File: config.mk
export PLATFORM = sky130hd
export DESIGN_NAME = paddle_logic
export DESIGN_NICKNAME = d
export VERILOG_FILES = /design/src/rtl/paddle_logic_pkg.sv /design/src/rtl/paddle_logic_button_debounce.sv /design/src/rtl/paddle_logic.sv
export SDC_FILE = /design/constraint.sdc
export NUM_CORES = 1
export LEC_CHECK = 0
export BUFFER_PORTS_ARGS = -buffer_cell sky130_fd_sc_hd__buf_2
export CORE_ASPECT_RATIO = 0.8
export CORE_MARGIN = 10
export CORE_UTILIZATION = 58
export DETAILED_ROUTE_END_ITERATION = 7
export PLACE_DENSITY = 0.87
export SLEW_MARGIN = 20
export SYNTH_ARGS = -nofsm -noshare
export SYNTH_HDL_FRONTEND = slang
export SYNTH_HIERARCHICAL = 1
export SYNTH_SLANG_ARGS = --single-unit
File: constraint.sdc
create_clock -name clk -period 2.8 [get_ports clk]
set_input_delay 0.56 -clock clk [delete_from_list [all_inputs] [get_ports clk]]
set_output_delay 0.56 -clock clk [all_outputs]
set_load 0.05 [all_outputs]
File: src/rtl/paddle_logic_pkg.sv
// Shared pong geometry and paddle types used by the paddle controller and the pong top level.
package paddle_logic_pkg;

  localparam int POS_W = 9;

  localparam int DEF_DISPLAY_WIDTH  = 256;
  localparam int DEF_DISPLAY_HEIGHT = 240;
  localparam int DEF_PADDLE_HPOS    = 8;
  localparam int DEF_PADDLE_WIDTH   = 4;
  localparam int DEF_PADDLE_HEIGHT  = 32;
  localparam int DEF_PADDLE_SPEED   = 2;
  localparam int DEF_DEBOUNCE_BITS  = 16;

  typedef logic [POS_W-1:0] pos_t;
  // One spare bit so the down-move sum can exceed the clamp without wrapping.
  typedef logic [POS_W:0]   pos_ext_t;

  typedef enum logic [1:0] {
    MOVE_HOLD,
    MOVE_UP,
    MOVE_DOWN
  } move_t;

  // Pressing both buttons cancels out, as does pressing neither.
  function automatic move_t decode_move(input logic up, input logic down);
    if (up && !down)      return MOVE_UP;
    else if (down && !up) return MOVE_DOWN;
    else                  return MOVE_HOLD;
  endfunction

endpackage

File: src/rtl/paddle_logic_button_debounce.sv
// Two-flop synchroniser plus counter debounce for one raw, bouncy push button.
module button_debounce
  import paddle_logic_pkg::*;
#(
  parameter int DEBOUNCE_BITS = DEF_DEBOUNCE_BITS
) (
  input  logic clk,
  input  logic reset,
  input  logic btn_raw,
  output logic btn_stable
);

  localparam logic [DEBOUNCE_BITS-1:0] CNT_ONE = DEBOUNCE_BITS'(1);

  logic [1:0]               sync_q;
  logic [DEBOUNCE_BITS-1:0] cnt;

  // NOTE: all state here is flops updated with non-blocking assignments, so every
  // reader sees the pre-edge value and the synchroniser really is two stages deep.
  always_ff @(posedge clk or negedge reset) begin
    if (!reset) begin
      sync_q     <= '0;
      cnt        <= '0;
      btn_stable <= 1'b0;
    end else begin
      sync_q <= {sync_q[0], btn_raw};
      if (sync_q[1] == btn_stable) begin
        cnt <= '0;
      end else if (&cnt) begin
        btn_stable <= ~btn_stable;
        cnt        <= '0;
      end else begin
        cnt <= cnt + CNT_ONE;
      end
    end
  end

endmodule

File: src/rtl/paddle_logic.sv
// Player paddle: debounced up/down buttons move the paddle once per frame; paddle_on marks its pixels.
module paddle_logic
  import paddle_logic_pkg::*;
#(
  parameter int DISPLAY_WIDTH  = DEF_DISPLAY_WIDTH,
  parameter int DISPLAY_HEIGHT = DEF_DISPLAY_HEIGHT,
  parameter int PADDLE_HPOS    = DEF_PADDLE_HPOS,
  parameter int PADDLE_WIDTH   = DEF_PADDLE_WIDTH,
  parameter int PADDLE_HEIGHT  = DEF_PADDLE_HEIGHT,
  parameter int PADDLE_SPEED   = DEF_PADDLE_SPEED,
  parameter int DEBOUNCE_BITS  = DEF_DEBOUNCE_BITS
) (
  input  logic             clk,
  input  logic             reset,
  input  logic             vsync,
  input  logic [POS_W-1:0] hpos,
  input  logic [POS_W-1:0] vpos,
  input  logic             display_on,
  input  logic             btn_up,
  input  logic             btn_down,
  output logic [POS_W-1:0] paddle_vpos,
  output logic             paddle_on
);

  localparam int       MAX_VPOS   = DISPLAY_HEIGHT - PADDLE_HEIGHT;
  localparam pos_ext_t MAX_EXT    = pos_ext_t'(MAX_VPOS);
  localparam pos_ext_t SPEED_EXT  = pos_ext_t'(PADDLE_SPEED);
  localparam pos_t     RESET_VPOS = pos_t'(MAX_VPOS / 2);

  if (MAX_VPOS <= 0 || MAX_VPOS >= 2**POS_W ||
      PADDLE_HPOS + PADDLE_WIDTH > DISPLAY_WIDTH) begin : g_bad_geometry
    $error("paddle_logic: paddle does not fit on the display");
  end

  logic  st_up;
  logic  st_down;
  logic  vsync_q;
  logic  tick;
  move_t move;

  button_debounce #(.DEBOUNCE_BITS(DEBOUNCE_BITS)) u_db_up (
    .clk        (clk),
    .reset      (reset),
    .btn_raw    (btn_up),
    .btn_stable (st_up)
  );

  button_debounce #(.DEBOUNCE_BITS(DEBOUNCE_BITS)) u_db_down (
    .clk        (clk),
    .reset      (reset),
    .btn_raw    (btn_down),
    .btn_stable (st_down)
  );

  always_ff @(posedge clk or negedge reset) begin
    if (!reset) vsync_q <= 1'b0;
    else        vsync_q <= vsync;
  end

  assign tick = vsync & ~vsync_q;
  assign move = decode_move(st_up, st_down);

  pos_ext_t vpos_ext;
  pos_ext_t down_sum;
  pos_t     vpos_next;

  assign vpos_ext = {1'b0, paddle_vpos};
  assign down_sum = vpos_ext + SPEED_EXT;

  // NOTE: vpos_next gets its hold value first, so no path through this block
  // leaves it unassigned and no latch is inferred.
  always_comb begin
    vpos_next = paddle_vpos;
    if (tick) begin
      case (move)
        MOVE_UP:   vpos_next = (vpos_ext >= SPEED_EXT) ? pos_t'(vpos_ext - SPEED_EXT) : '0;
        MOVE_DOWN: vpos_next = (down_sum <= MAX_EXT) ? down_sum[POS_W-1:0] : MAX_EXT[POS_W-1:0];
        default:   vpos_next = paddle_vpos;
      endcase
    end
  end

  always_ff @(posedge clk or negedge reset) begin
    if (!reset) paddle_vpos <= RESET_VPOS;
    else        paddle_vpos <= vpos_next;
  end

  // Modulo-512 differences: anything left of / above the paddle wraps large and fails the compare.
  pos_t hdiff;
  pos_t vdiff;

  assign hdiff     = hpos - pos_t'(PADDLE_HPOS);
  assign vdiff     = vpos - paddle_vpos;
  assign paddle_on = display_on && (hdiff < pos_t'(PADDLE_WIDTH)) && (vdiff < pos_t'(PADDLE_HEIGHT));

endmodule

== Word-level counts from Yosys, hierarchy flattened ==
Index checks and enable logic that the tools add are counted.

* Register bits after elaboration: 48
* Output and inout port bits: 10

* Add/subtract/negate cells: 6
* Magnitude comparators: 4
* Equal/unequal tests: 4
* Multiplexer cells: 9
* Bitwise logic cells: 6
* Reduce and logical (&&, ||, !) cells: 12

{| class="wikitable"
|+ Operators by type and width
! cell !! number
|-
| two-way mux 16 bit || 4
|-
| AND reduction 17 bit || 2
|-
| adder 16 x 1 -> 16 bit (second input constant) || 2
|-
| AND reduction 16 bit || 2
|-
| two-way mux 9 bit || 2
|-
| case mux 9 bit (2 select lines) || 1
|-
| adder 9 x 2 -> 10 bit (second input constant) || 1
|-
| <= comparator 10 x 8 -> 1 bit (second input constant) || 1
|-
| greater-or-equal comparator 9 x 2 -> 1 bit (second input constant) || 1
|-
| < comparator 9 x 3 -> 1 bit (second input constant) || 1
|-
| < comparator 9 x 6 -> 1 bit (second input constant) || 1
|-
| subtractor 9 x 2 -> 9 bit (second input constant) || 1
|-
| subtractor 9 x 4 -> 9 bit (second input constant) || 1
|-
| subtractor 9 bit || 1
|-
| NOT 1 bit || 5
|-
| logical AND 1 bit || 4
|-
| two-way mux 2 bit || 2
|-
| equality test 1 bit || 2
|-
| equality test 2 x 1 -> 1 bit (second input constant) || 1
|-
| equality test 2 bit (second input constant) || 1
|-
| logical NOT 1 bit || 2
|-
| AND reduction 2 bit || 1
|-
| nonzero test 2 bit || 1
|-
| bitwise AND 1 bit || 1
|}

== Depth between registers and ports, before layout ==
Gate-level depths: netlist of the first run.

* Depth after elaboration: 7
* Depth in mapped cells: 9
* Mapped depth without buffers: 8

== By module ==
The synthesis of the first run kept the hierarchy.

{| class="wikitable"
|+ By module, submodules not included
! module !! times used !! cells each !! area an instance (um^2)
|-
| button_debounce || 2 || 84 || 884.6
|-
| paddle_logic || 1 || 148 || 1162.4
|}

== Worst setup path before layout of the first run ==
OpenSTA, ideal clock, no wires.

* Kind: flip-flop to output port
* Start: reg paddle_vpos[1]
* End: out paddle_on
* Data arrival time: 2978 ps
* Data required time: 2240 ps
* Path slack: -738 ps
* Cell stages (with the launch flop): 10
* Path buffers: 1
* Cells stage by stage: dfrtp_1 -> buf_2 -> inv_1 -> ha_1 -> o21a_1 -> o211ai_1 -> a21oi_1 -> a211oi_1 -> nand4b_1 -> a31oi_1

* Cells in the longest elaborated chain, start to end: 3

{| class="wikitable"
|+ RTL lines
! element !! line !! text
|-
| start: declaration || paddle_logic.sv:21 || <nowiki>output logic [POS_W-1:0] paddle_vpos,</nowiki>
|-
| start signal: assignment || paddle_logic.sv:85 || <nowiki>else paddle_vpos <= vpos_next;</nowiki>
|-
| subtractor 9 bit || paddle_logic.sv:93 || <nowiki>assign vdiff = vpos - paddle_vpos;</nowiki>
|-
| < comparator 9 x 6 -> 1 bit || paddle_logic.sv:94 || <nowiki>assign paddle_on = display_on && (hdiff < pos_t'(PADDLE_WIDTH)) && (vdiff < pos_t'(PADDLE_HEIGHT));</nowiki>
|-
| logical AND 1 bit || paddle_logic.sv:94 ||
|-
| end: declaration || paddle_logic.sv:22 || <nowiki>output logic paddle_on</nowiki>
|}

No other way between the ends.

== Final worst setup path of the first run ==
Same ends and word-level chain as after synthesis.

==> results of run 1 <==
sequential cells by signal (all words and copies together) (netlist names):
register              count
u_db_up/btn_stable        1
u_db_down/btn_stable      1
paddle_vpos               8
u_db_up/cnt              16
u_db_down/cnt            16
vsync_q                   1
u_db_up/sync_q            2
u_db_down/sync_q          2
routing by layer:
layer	vias to the layer above	wire, um
met4	0	106
li1	1176	-
met2	44	2790
met3	11	297
met1	1101	2600
met5	-	0
worst paths after layout:
| kind | slack [ns] | start | endpoint |
|---|---|---|---|
| worst min register to register | 0.35 | u_db_up/sync_q[0] | u_db_up/sync_q[1] |
| max in group asynchronous | 1.92 | reset | paddle_vpos[3] |
| worst max register to register | 0.25 | paddle_vpos[2] | paddle_vpos[1] |
| min in group clk | 0.35 | u_db_up/sync_q[0] | u_db_up/sync_q[1] |
| worst min-delay path | 0.14 | reset | u_db_down/cnt[13] |
| worst max-delay path | -0.02 | paddle_vpos[1] | paddle_on |
cells by family after synthesis:
logic type      Yosys count  synth area share, %
compound gates           54                 12.8
xor+xnor                 31                 9.26
fa+ha+maj                13                 5.55
buf+inv                  31                 5.59
flops                    47                 40.2
mux                       4                 1.49
other cells               1                0.128
simple gates            135                 25.0
synth_stat cells (2+ instances only):
cell type                  count  area share [%]
sky130_fd_sc_hd__dfrtp_1      44              38
sky130_fd_sc_hd__nor2_1       37             4.7
sky130_fd_sc_hd__nand2_1      30             3.8
sky130_fd_sc_hd__xnor2_1      20             6.0
sky130_fd_sc_hd__inv_1        14             1.8
sky130_fd_sc_hd__a21oi_1      13             2.2
sky130_fd_sc_hd__ha_1         13             5.5
sky130_fd_sc_hd__nand3_1      11             1.9
sky130_fd_sc_hd__o21ai_0      11             1.9
sky130_fd_sc_hd__xor2_1       11             3.3
sky130_fd_sc_hd__nor3_1       10             1.7
sky130_fd_sc_hd__a31oi_1       8             1.7
sky130_fd_sc_hd__buf_4         8             2.0
sky130_fd_sc_hd__nand3b_1      8             2.0
sky130_fd_sc_hd__nand4_1       7             1.5
sky130_fd_sc_hd__and3_1        6             1.3
sky130_fd_sc_hd__nor4_1        5             1.1
sky130_fd_sc_hd__clkbuf_1      4            0.51
sky130_fd_sc_hd__or3_1         4            0.85
sky130_fd_sc_hd__and2_1        3            0.64
sky130_fd_sc_hd__dfstp_2       3             2.7
sky130_fd_sc_hd__mux2_2        3             1.2
sky130_fd_sc_hd__o211ai_1      3            0.77
sky130_fd_sc_hd__or4_4         3             1.2
sky130_fd_sc_hd__a21bo_2       2            0.68
sky130_fd_sc_hd__a21o_1        2            0.51
sky130_fd_sc_hd__a32oi_1       2            0.60
sky130_fd_sc_hd__buf_2         2            0.34
sky130_fd_sc_hd__buf_6         2            0.77
sky130_fd_sc_hd__nand2b_1      2            0.43
sky130_fd_sc_hd__nand4_4       2             1.5
sky130_fd_sc_hd__nor4b_1       2            0.60
sky130_fd_sc_hd__o21bai_2      2            0.77
sky130_fd_sc_hd__o22ai_1       2            0.43
power breakdown:
part / total (W) / switching, W / internal [W]
registers: 0.000699 / 0.0000105 / 0.000689
clock network: 0.000388 / 0.000213 / 0.000175
logic: 0.0000796 / 0.0000474 / 0.0000322
stage by stage:
stage / hold WS (ns) / instances
after floorplan: 0.264 / 316
after global placement: 0.334 / 402
after detailed placement: 0.335 / 402
after CTS: 0.136 / 410
after global routing: 0.149 / 410
final: 0.135 / 410
worst max-delay path, delay by kind of cell (launching register included):
kind	cells	cell delay, ns
flops	1	0.41
buf+inv	2	0.24
simple gates	1	0.18
fa+ha+maj	1	0.19
compound gates	5	0.94
area by class of cell:
cell class,instances,area [um2]
fill,376,1690
multi-input combinational,238,1620
sequential,47,1180
timing repair buffer,40,234
tap,62,77.6
clock buffer,7,76.3
inverter,15,56.3
clock inverter,1,5.00
repair_timing:
action | CTS | global route
endpoints found under the setup margin | 1 | 1
hold buffers | 0 | 0
gates resized for setup | 6 | 0
==> results.toml, run 1 <==
[clocking]
htree_levels = 2
cts-root-to-sink-buffers = 2
cts_inserted_buffers = 5
cts_sinks = 47
postCtsSetupBuffers = 0
clock_latency_of_the_later_clocked_register_in_the_worst_skew_pair_ns = 0.30
worst_setup_hold_path_clk_slew_ns = 0.08
tritoncts_clock_tree = "yes"
clock-root-buffer = "sky130_fd_sc_hd__clkbuf_8"

[cells_and_area]
synth_to_layout_area_growth_pct = 11.1
antenna-diode-count = 0
nets = 384
final_core_utilization_pct = 65.8
layout_common_cells = "sky130_fd_sc_hd__dfrtp_1 (42), sky130_fd_sc_hd__nor2_1 (37), sky130_fd_sc_hd__nand2_1 (30)"
finish.instance_area_mm2 = 0.00326
share_of_final_layout_standard_cells_stronger_than_drive_strength_1_pct = 21.8
layout.cells.most_common = "sky130_fd_sc_hd__dfrtp_1"

[power_and_ir_drop]
peakVddDrop_mv = 0.241
power-per-cell-area_mw_per_mm2 = 358
static-leakage-power_nw = 1.36
total_power_w = 0.00117

[global_route]
grt_pass1_vias = 2326
use_met2_pct = 24.1
globalRouteMet1Util_pct = 17.1
grt.busiest_layer = "met2"
number_of_antenna_violations_at_the_first_check_in_global_routing = 0
grt_first_pass_wirelength_um = 10200
grt_remaining_overflow = 0
grt_start_max_net_pins = 35
grt_use_total_pct = 14.6
met3_use_gr_pct = 5.05

[worst_setup_path]
arrival_time_worst_endpoint_ns = 2.26
timing.critical_path.required_ns = 2.24
critical-path-slowest-cell = "sky130_fd_sc_hd__dfrtp_2"
worstPathCellList = "inv_2, ha_4, o21a_1, o211ai_1, a21oi_2, a211oi_2, nand4b_1, a31oi_4, buf_6"
worst-setup-path-type = "reg -> out"
start_kind = "flip-flop"
worstPathMaxFanout = 3
critPathCaptureType = "output port"
r2r_cells = 8
worst_path_max_stage_delay_ns = 0.41

[synth]
synth_sequential_area_ratio_pct = 40.2
synthesis.instances = 316
async_flop_share_pct = 100
avgSynthCellArea_um2 = 9.28
netlist-cell-type-count = 51
ys_seq_elements = 47
synth.yosys.warnings = 6
synth.net_count = 353
yosys_most_used_dff = "sky130_fd_sc_hd__dfrtp_1"
synthesis.area_mm2 = 0.00293
synth_edf_count = 0

[floorplanning]
core_mm2 = 0.00495
initial_core_util_pct = 59.2
floorplan.rows = 23
die-area_mm2 = 0.00832
chip_height_um = 83.6
chipWidth_um = 99.5
io_pins = 34

[sta]
finalWorstSetupSlack_ns = -0.0227
fin_worst_skew_ns = 0.00513
final.min_clock_period_ns = 2.82
setup_repair_after_global_routing_missed_its_margin = "yes"
setup-tns-final_ns = -0.0227
final_max_slew_viol_count = 0
period_utilization_post_route_pct = 101
worst_slew_pin_tran_ns = 0.754
setup_viol_count_final = 1
relSlewSlack_pct = 49.2
fmax_mhz = 354
timing_hold_violations_final = 0

[place]
port_buffers = 29
place_hpwl_um = 4240
gp_congestion = 0.918
postPlaceCellArea_mm2 = 0.00315
pre_cts_ws_ns = -0.0780

[detailed_routing]
postRouteWirelength_um = 5800
initialDrtViolationCount = 210
antenna_left = 0
vias_post_dr = 2332
viasPerCell = 5.69
route.detailed.drc = 0
route.detailed.wl_per_inst_um = 14.1
dr.pass1.iters = 5

[outcome]
run_status = "finished, violations left"
violated_checks = "negative setup slack"

[job]
drv_cap = 0

[min_path]
kind_of_path_behind_the_tightest_hold_check = "in -> async"
No activity file was read; power rests on OpenSTA's default activity.
==> run 2: changes to the inputs <==
==> constraint.sdc (replaced) <==
create_clock -name clk -period 2.8 [get_ports clk]
set_input_delay 0.42 -clock clk [delete_from_list [all_inputs] [get_ports clk]]
set_output_delay 0.42 -clock clk [all_outputs]
set_load 0.05 [all_outputs]
==> run 2 against run 1 <==
  * The flow now finishes without violations
  * Sequential power about the same
  * Register-to-register slack worse by 0.07 ns
  * Via count grew 3.0%
  * Combinational power hardly changed
  * Sequential share of layout area is 0.42 points lower
  * Wire length is 3.6% higher
  * Critical path depth did not move
  * Clock power up 31%
  * Core utilization increased by 0.71 points
  * Non-clock buffer count unchanged
  * Count of clock-buffer cells in the layout decreased by 1
==> results.toml, run 2 (synthesis results as in run 1) <==
[sta]
final_max_slew_viol_count = 0
setup_viol_count_final = 0
period_utilization_post_route_pct = 97.9
worst_slew_pin_tran_ns = 0.792
timing_hold_violations_final = 0
holdWs_ns = 0.175
setup-tns-final_ns = 0
fin_worst_skew_ns = 0.0108
final.min_clock_period_ns = 2.74
setup_repair_after_global_routing_missed_its_margin = "yes"
fmax_mhz = 365
relSlewSlack_pct = 46.7

[cells_and_area]
layout_common_cells = "sky130_fd_sc_hd__dfrtp_1 (43), sky130_fd_sc_hd__nor2_1 (37), sky130_fd_sc_hd__nand2_1 (30)"
layout.cells.most_common = "sky130_fd_sc_hd__dfrtp_1"
fillcell_total = 390
seqCellArea_mm2 = 0.00118
nets = 384
finish.instance_area_mm2 = 0.00329
number_of_standard_cells_in_the_layout_taps_in_and_fillers_out = 410
antenna-diode-count = 0
share_of_final_layout_standard_cells_stronger_than_drive_strength_1_pct = 22.1
multiInputGateArea_mm2 = 0.00162
synth_to_layout_area_growth_pct = 12.2
final_core_utilization_pct = 66.5
largest_registers = "u_db_down/cnt: 16 flops, u_db_up/cnt: 16 flops, paddle_vpos: 8 flops"

[floorplanning]
initial_core_util_pct = 59.2
floorplan.rows = 23
io_pins = 34
core_mm2 = 0.00495
chip_height_um = 83.6
die-area_mm2 = 0.00832
chipWidth_um = 99.5

[clocking]
clock-root-buffer = "sky130_fd_sc_hd__clkbuf_8"
worst_setup_hold_path_clk_slew_ns = 0.09
cts_inserted_buffers = 5
cts-root-to-sink-buffers = 2
htree_levels = 2
cts_sinks = 47
tritoncts_clock_tree = "yes"
cts_hold_buf = 0
clock_latency_of_the_later_clocked_register_in_the_worst_skew_pair_ns = 0.29

[worst_setup_path]
startpoint = "paddle_vpos[1]"
worstPathMaxFanout = 3
regToRegEndpoint = "paddle_vpos[1]"
r2r_slack_ns = 0.18
r2r_cells = 9
timing.critical_path.required_ns = 2.38
crit_buf_inv = 2
critPathCaptureType = "output port"
worst_r2r_startpoint = "paddle_vpos[1]"
critical_path.top_delay_family = "compound AO/OA/AOI/OAI gates"
start_kind = "flip-flop"
worst-setup-path-type = "reg -> out"
arrival_time_worst_endpoint_ns = 2.32
worstPathCellList = "inv_2, ha_4, o21a_1, o211ai_1, a21oi_2, a211oi_2, nand4b_1, a31oi_4, buf_6"
worst_path_max_stage_delay_ns = 0.41
critical-path-slowest-cell = "sky130_fd_sc_hd__dfrtp_2"

[global_route]
grt_start_max_net_pins = 36
grt_pass1_vias = 2284
grt_first_pass_wirelength_um = 10400
grt_remaining_overflow = 0
grt_use_total_pct = 14.5
number_of_antenna_violations_at_the_first_check_in_global_routing = 0

[detailed_routing]
antenna_left = 0
initialDrtViolationCount = 243
dr.pass1.iters = 5
vias_post_dr = 2403
viasPerCell = 5.86
route.detailed.drc = 0
postRouteWirelength_um = 6000
route.detailed.wl_per_inst_um = 14.6

[place]
gp_congestion = 0.916
place_hpwl_um = 4480
postPlaceCellArea_mm2 = 0.00313
port_buffers = 29
place.detailed.instances = 400

[power_and_ir_drop]
power-per-cell-area_mw_per_mm2 = 391
peakVddDrop_mv = 0.294
static-leakage-power_nw = 1.38

[outcome]
run_status = "complete, no violations"

[job]
drv_cap = 0

[min_path]
kind_of_path_behind_the_tightest_hold_check = "in -> async"
-- run 2: cell type report --
type / count / share of cell area (%)
inverter: 15 / 1.71
clock buffer: 6 / 2.51
tap: 62 / 2.36
timing repair buffer: 40 / 7.11
multi-input combinational: 238 / 49.4
clock inverter: 2 / 1.06
sequential: 47 / 35.9
-- run 2: per-stage QoR --
| step | setup WS, ns | power, W |
|---|---|---|
| 5_1_grt | -0.0875 | 0.00135 |
| 6_report | 0.0600 | 0.00129 |
| 3_5_place_dp | 0.0315 | 0.000791 |
| 2_1_floorplan | 0.00254 | 0.000755 |
| 3_3_place_gp | 0.114 | 0.000786 |
| 4_1_cts | 0.0115 | 0.00130 |
-- run 2: where the power goes --
group          leakage (nW)  total [W]  switching [W]  internal [W]
sequential            0.627   0.000700      0.0000110      0.000689
clock                0.0612   0.000507       0.000218      0.000289
combinational         0.687  0.0000798      0.0000477     0.0000321
-- run 2: metal layers --
layer | global-route usage [%] | wire length [um] | vias to the layer above
li1 | - | - | 1168
met1 | 18.7 | 2580 | 1155
met2 | 23.5 | 2990 | 76
met3 | 3.81 | 384 | 4
met4 | 3.64 | 39 | 0
met5 | 0 | 0 | -
-- run 2: how the worst max path moves through the flow --
stage	to	slack (ns)	cells past startpoint
floorplan	paddle_on	0.003	9
global placement	paddle_on	0.11	9
detailed placement	paddle_on	0.03	9
CTS	paddle_on	0.01	9
global route	paddle_on	-0.09	9
finish	paddle_on	0.06	9
-- run 2: what timing repair did --
item | CTS | global route
buffers inserted | 0 | 2
setup endpoints to repair | 1 | 1
gates resized for setup | 2 | 5
pin swaps | 0 | 5
